**src/rtl/cordic_iter_ctrl.sv**
```systemverilog
// cordic_iter_ctrl: iteration sequencer for a single cordic_stage instance.
// Captures an (x,y,z) operand set on start, drives the stage for N_ITER
// micro-rotations (shift count = iteration index, atan constant from ROM),
// feeds stage results back as the next operands, and returns the final vector
// with a one-cycle done pulse.
// Optional feature macro: CORDIC_GAIN_COMP_EN adds a GAIN state that scales
// the final x/y by ~0.6074 before they are presented.
//
// Handshake: start is a single-cycle request qualified by !busy. A request is
// accepted on the rising edge where start=1 and the controller is idle; any
// start seen while busy=1 is dropped (there is no queue). done pulses for one
// cycle with x_out/y_out/z_out valid, and those results hold until the next
// operation completes or reset.
module cordic_iter_ctrl #(
  parameter int N_ITER    = 8,
  parameter int STAGE_LAT = 1
) (
  input  logic       clock,
  input  logic       reset,
  input  logic       start,
  input  logic [8:0] x_in,
  input  logic [8:0] y_in,
  input  logic [8:0] z_in,
  output logic [8:0] stg_x,
  output logic [8:0] stg_y,
  output logic [8:0] stg_z,
  output logic [8:0] stg_mem,
  output logic [2:0] stg_count,
  input  logic [8:0] stg_xout,
  input  logic [8:0] stg_yout,
  input  logic [8:0] stg_zout,
  output logic       busy,
  output logic       done,
  output logic [8:0] x_out,
  output logic [8:0] y_out,
  output logic [8:0] z_out,
  output logic [1:0] state_dbg
);

  typedef enum logic [1:0] {
    IDLE = 2'd0,
    RUN  = 2'd1,
    GAIN = 2'd2,
    DONE = 2'd3
  } state_t;

  localparam logic [2:0] LAST_ITER = 3'(N_ITER - 1);
  localparam logic [1:0] LAT       = 2'(STAGE_LAT);

  state_t     state;
  state_t     state_next;
  logic [2:0] iter;
  logic [1:0] wait_cnt;
  logic [8:0] op_x;
  logic [8:0] op_y;
  logic [8:0] op_z;
  logic       capture;
  logic       last_iter;

  // atan(2^-i) in units where 128 LSB = 90 degrees
  function automatic logic [8:0] atan_rom(input logic [2:0] i);
    case (i)
      3'd0:    atan_rom = 9'd64;
      3'd1:    atan_rom = 9'd38;
      3'd2:    atan_rom = 9'd20;
      3'd3:    atan_rom = 9'd10;
      3'd4:    atan_rom = 9'd5;
      3'd5:    atan_rom = 9'd3;
      default: atan_rom = 9'd1;
    endcase
  endfunction

`ifdef CORDIC_GAIN_COMP_EN
  // Multiply by ~0.6074 with arithmetic shifts; result truncated to 9 bits
  function automatic logic [8:0] gain_scale(input logic [8:0] v);
    logic signed [8:0] s;
    s = v;
    gain_scale = (s >>> 1) + (s >>> 3) - (s >>> 6) - (s >>> 9);
  endfunction
`endif

  // The stage result is taken once it has had STAGE_LAT cycles to settle
  assign capture   = (state == RUN) && (wait_cnt == LAT);
  assign last_iter = (iter == LAST_ITER);
  assign busy      = (state != IDLE);
  assign state_dbg = state;

  // State register
  always_ff @(posedge clock) begin
    if (!reset) state <= IDLE;
    else        state <= state_next;
  end

  // Next-state decode and stage-facing outputs (zero outside RUN)
  always_comb begin
    state_next = state;
    stg_x      = 9'd0;
    stg_y      = 9'd0;
    stg_z      = 9'd0;
    stg_mem    = 9'd0;
    stg_count  = 3'd0;
    case (state)
      IDLE: if (start) state_next = RUN;
      RUN: begin
        stg_x     = op_x;
        stg_y     = op_y;
        stg_z     = op_z;
        stg_mem   = atan_rom(iter);
        stg_count = iter;
        if (capture && last_iter) begin
`ifdef CORDIC_GAIN_COMP_EN
          state_next = GAIN;
`else
          state_next = DONE;
`endif
        end
      end
      GAIN:    state_next = DONE;
      DONE:    state_next = IDLE;
      default: state_next = IDLE;
    endcase
  end

  // Operand capture, feedback, iteration counting and result registers
  always_ff @(posedge clock) begin
    if (!reset) begin
      iter     <= 3'd0;
      wait_cnt <= 2'd0;
      op_x     <= 9'd0;
      op_y     <= 9'd0;
      op_z     <= 9'd0;
      x_out    <= 9'd0;
      y_out    <= 9'd0;
      z_out    <= 9'd0;
      done     <= 1'b0;
    end else begin
      done <= 1'b0;
      case (state)
        IDLE: begin
          if (start) begin
            op_x     <= x_in;
            op_y     <= y_in;
            op_z     <= z_in;
            iter     <= 3'd0;
            wait_cnt <= 2'd0;
          end
        end
        RUN: begin
          if (capture) begin
            op_x     <= stg_xout;
            op_y     <= stg_yout;
            op_z     <= stg_zout;
            wait_cnt <= 2'd0;
            // Wrap to 0 after the last rotation so the count never exceeds N_ITER-1
            iter     <= last_iter ? 3'd0 : iter + 3'd1;
          end else begin
            wait_cnt <= wait_cnt + 2'd1;
          end
        end
`ifdef CORDIC_GAIN_COMP_EN
        GAIN: begin
          op_x <= gain_scale(op_x);
          op_y <= gain_scale(op_y);
        end
`endif
        DONE: begin
          x_out <= op_x;
          y_out <= op_y;
          z_out <= op_z;
          done  <= 1'b1;
        end
        default: ;
      endcase
    end
  end

endmodule
```
**config.mk**
```make
export PLATFORM = sky130hd
export DESIGN_NAME = cordic_iter_ctrl
export DESIGN_NICKNAME = d
export VERILOG_FILES = /design/src/rtl/cordic_iter_ctrl.sv
export SDC_FILE = /design/constraint.sdc
export NUM_CORES = 1
export LEC_CHECK = 0
export ABC_CLOCK_PERIOD_IN_PS = 2700
export BUFFER_PORTS_ARGS = -buffer_cell sky130_fd_sc_hd__buf_2
export CAP_MARGIN = 10
export CORE_UTILIZATION = 52
export CTS_CLUSTER_DIAMETER = 100
export CTS_CLUSTER_SIZE = 8
export DETAILED_ROUTE_END_ITERATION = 6
export PLACE_DENSITY = 0.86
export SLEW_MARGIN = 5
export SYNTH_ARGS = -nofsm -noshare
export SYNTH_HDL_FRONTEND = slang
export SYNTH_SLANG_ARGS = --single-unit
```
**constraint.sdc**
```tcl
create_clock -name clock -period 2.7 [get_ports clock]
set_input_delay 0.135 -clock clock [delete_from_list [all_inputs] [get_ports clock]]
set_output_delay 0.135 -clock clock [all_outputs]
set_load 0.05 [all_outputs]
```
==> results_dict.tcl <==
set metrics [dict create \
    outcome "complete, no violations" \
    max_freq_ghz 0.419 \
    path_clk_slew_ns 0.07 \
    cts_max_level 3 \
    insertion_delay_ns 0.32 \
    stdcell_count 501 \
    synthDistinctLibCells 26 \
    fin_tns_setup_ns 0 \
    wl_per_cell_um 12.6 \
    nets 491 \
    hold_buffers 0 \
    synth_top_family_by_area "simple AND/OR/NAND/NOR gates" \
    wl_met3_um 343 \
    overflow 0 \
    fill_cells 459 \
    cts_resized 0 \
    vias 2535 \
    globalplace.congestion 0.785 \
    synthAdderAreaFrac_pct 3.72 \
    p_total_mw 4.34 \
    grt.total_usage_pct 21.0 \
    max-slew-margin-rel_pct 43.1 \
    root_buffer "clkbuf_8" \
    syn_inst 310 \
    layout_setup_ws_ns 0.315 \
    antenna_found_initial 0 \
    syn_area_mm2 0.00303 \
    finalSetupViolCount 0 \
    cts_buffers 9 \
    hold_viol 0 \
    drive_above_1_share_pct 34.0 \
    num_io_pins 127 \
    start_util_pct 54.3 \
    final_area_mm2 0.00387 \
    rows 27 \
    worstSetupPathType "flop to output port" \
    synth_compound_area_share_pct 12.3 \
    cts_tree "built" \
    timing.hold.ws_ns 0.159 \
    irDropWorstVdd_v 0.000555 \
    dieWidth_um 78.3 \
    dpl_cell_area_mm2 0.00365 \
    die_y_um 78.3 \
    cp_slowest_stage_delay_ns 0.52 \
    switchingPower_mw 1.89 \
    met1_length_mm 2.75 \
    crit_slowest_cell "buf_4" \
    dieArea_mm2 0.00613 \
    switching_share_pct 43.6 \
    synthMuxAreaShare_pct 18.5 \
    grt_max_degree 58 \
    drt_first_pass_iters 6 \
    grt_pass1_wl_mm 10.2 \
    cts_setup_buffers 0 \
    post-place-cells 486 \
    hpwl_mm 4.50 \
    clock_power_share_pct 20.7 \
    yosysWarningCount 0 \
    cellPowerDensity_mw_per_mm2 1120 \
    drtIter0Drc 77 \
    mostFrequentLayoutCells "buf_2 (124), dfxtp_1 (62), mux2i_1 (56), and2_1 (34), nand2_1 (31)" \
    cp_data_required_time_ns 2.57 \
    hold_class "input pin to flop" \
    drv_cap 0 \
    maxSlewViolCount 0 \
    final_common_cell "buf_2" \
    power_frac_comb_pct 47.7 \
    ctsLongestPathBuffers 2 \
    p_leak_nw 2.07 \
    syn2layout_area_growth_pct 27.9 \
    coreArea_mm2 0.00557 \
    dp_slack_ns 0.494 \
    top_layer "met4" \
    crit_path_cell_trace "ha_2, buf_4, and2_1, buf_2" \
    vias_per_cell 5.06 \
    internal_power_mw 2.45 \
    arrival_ns 2.25 \
    antenna_cells 0 \
    wl_met2_mm 3.13 \
    io_buffers 124 \
    final_util_pct 69.5 \
    rsz0062_at_grt "false" \
    grt_pass1_vias 2238 \
    cts_sinks 62 \
    period_needed_ns 2.39 \
    critPathMaxFanout 43 \
    tightest_slew_ns 0.853 \
    synth-simple-area-share_pct 18.6 \
    drc 0 \
    fin_skew_ns 0.00652 \
    wirelength_mm 6.33 \
    pwr-share-seq_pct 31.6 \
    fin_crit_sh_pct 88.3 \
    endpoint_kind "output port" \
    antenna_left 0 \
    synth-xor-area-share_pct 0 \
    critPathLaunchType "flop" \
    avgSynthCellArea_um2 9.77 \
    synth-seq-cells 62 \
    synth_seq_area_share_pct 41.0 \
]
## synthesized netlist by cell type
cell      number  share of area (%)
mux2i_1       56                 19
nand2_1       31                3.8
o21ai_0        4               0.66
nor2b_1       27                5.6
a32o_1         1               0.33
buf_2         11                1.8
a21boi_1       2               0.50
clkbuf_1      10                1.2
buf_6          3                1.1
nand2b_1       2               0.41
o311a_1        1               0.33
conb_1         1               0.12
nor2_1         7               0.87
nor3_1         2               0.33
dfxtp_1       62                 41
a21oi_1        1               0.17
o211a_1       29                9.6
a221oi_1       1               0.29
and3_1         1               0.21
and2_1        34                7.0
a21oi_2        1               0.29
ha_1           9                3.7
inv_1          9                1.1
buf_4          2               0.50
nand3_1        2               0.33
o21ai_1        1               0.17
## registers in the layout, indices dropped and copies added (netlist names), 2 cells and up
name       cells
state_dbg      2
y_out          9
op_z           9
op_x           9
x_out          9
z_out          9
op_y           9
wait_cnt       2
iter           3
## layout make-up
type / instances / area, µm² / share of cell area [%]
Clock buffer: 12 / 155 / 4.00
Sequential cell: 62 / 1240 / 32.0
Clock inverter: 3 / 67.6 / 1.74
Tap cell: 72 / 90.1 / 2.32
Inverter: 9 / 33.8 / 0.872
Multi-Input combinational cell: 214 / 1630 / 42.0
Timing Repair Buffer: 129 / 658 / 17.0
## critical path, delay by kind of cell (launching register included)
family	cells	cell delay, ns
fa+ha+maj	1	0.49
buf+inv	2	0.79
simple gates	1	0.22
flops	1	0.42
## logic make-up (layout without fill, tap and decap cells)
family / Yosys count / in the layout
multiplexers: 56 / 56
AO/OA/AOI/OAI: 41 / 41
flip-flops: 62 / 62
buffers and inverters: 35 / 153
AND/OR/NAND/NOR: 106 / 106
adder cells (fa/ha/maj): 9 / 9
other: 1 / 2
## path summary, 6_finish.rpt
check | from | endpoint | slack (ns) | cells after the start
setup / recovery | state_dbg[0] | stg_z[5] | 0.31 | 4
hold / removal | z_in[8] | op_z[8] | 0.16 | 4
setup reg to reg | state_dbg[0] | iter[2] | 0.49 | 6
hold reg to reg | wait_cnt[1] | wait_cnt[1] | 0.46 | 1
## per-layer routing
| metal | global-route usage [%] | up-vias |
|---|---|---|
| met5 | 0 | - |
| met4 | 9.44 | 0 |
| met3 | 5.58 | 13 |
| met2 | 34.9 | 75 |
| met1 | 25.2 | 1177 |
| li1 | - | 1270 |
## power by group through the flow
stage | Combinational, mW | Sequential (mW) | Clock, mW
CTS | 2.08 | 1.37 | 0.921
floorplan | 1.62 | 1.45 | 0
finish | 2.07 | 1.37 | 0.896
detailed placement | 2.08 | 1.39 | 0
global placement | 2.02 | 1.38 | 0
global route | 2.24 | 1.40 | 0.956
Power figures use the tool's default switching activity.
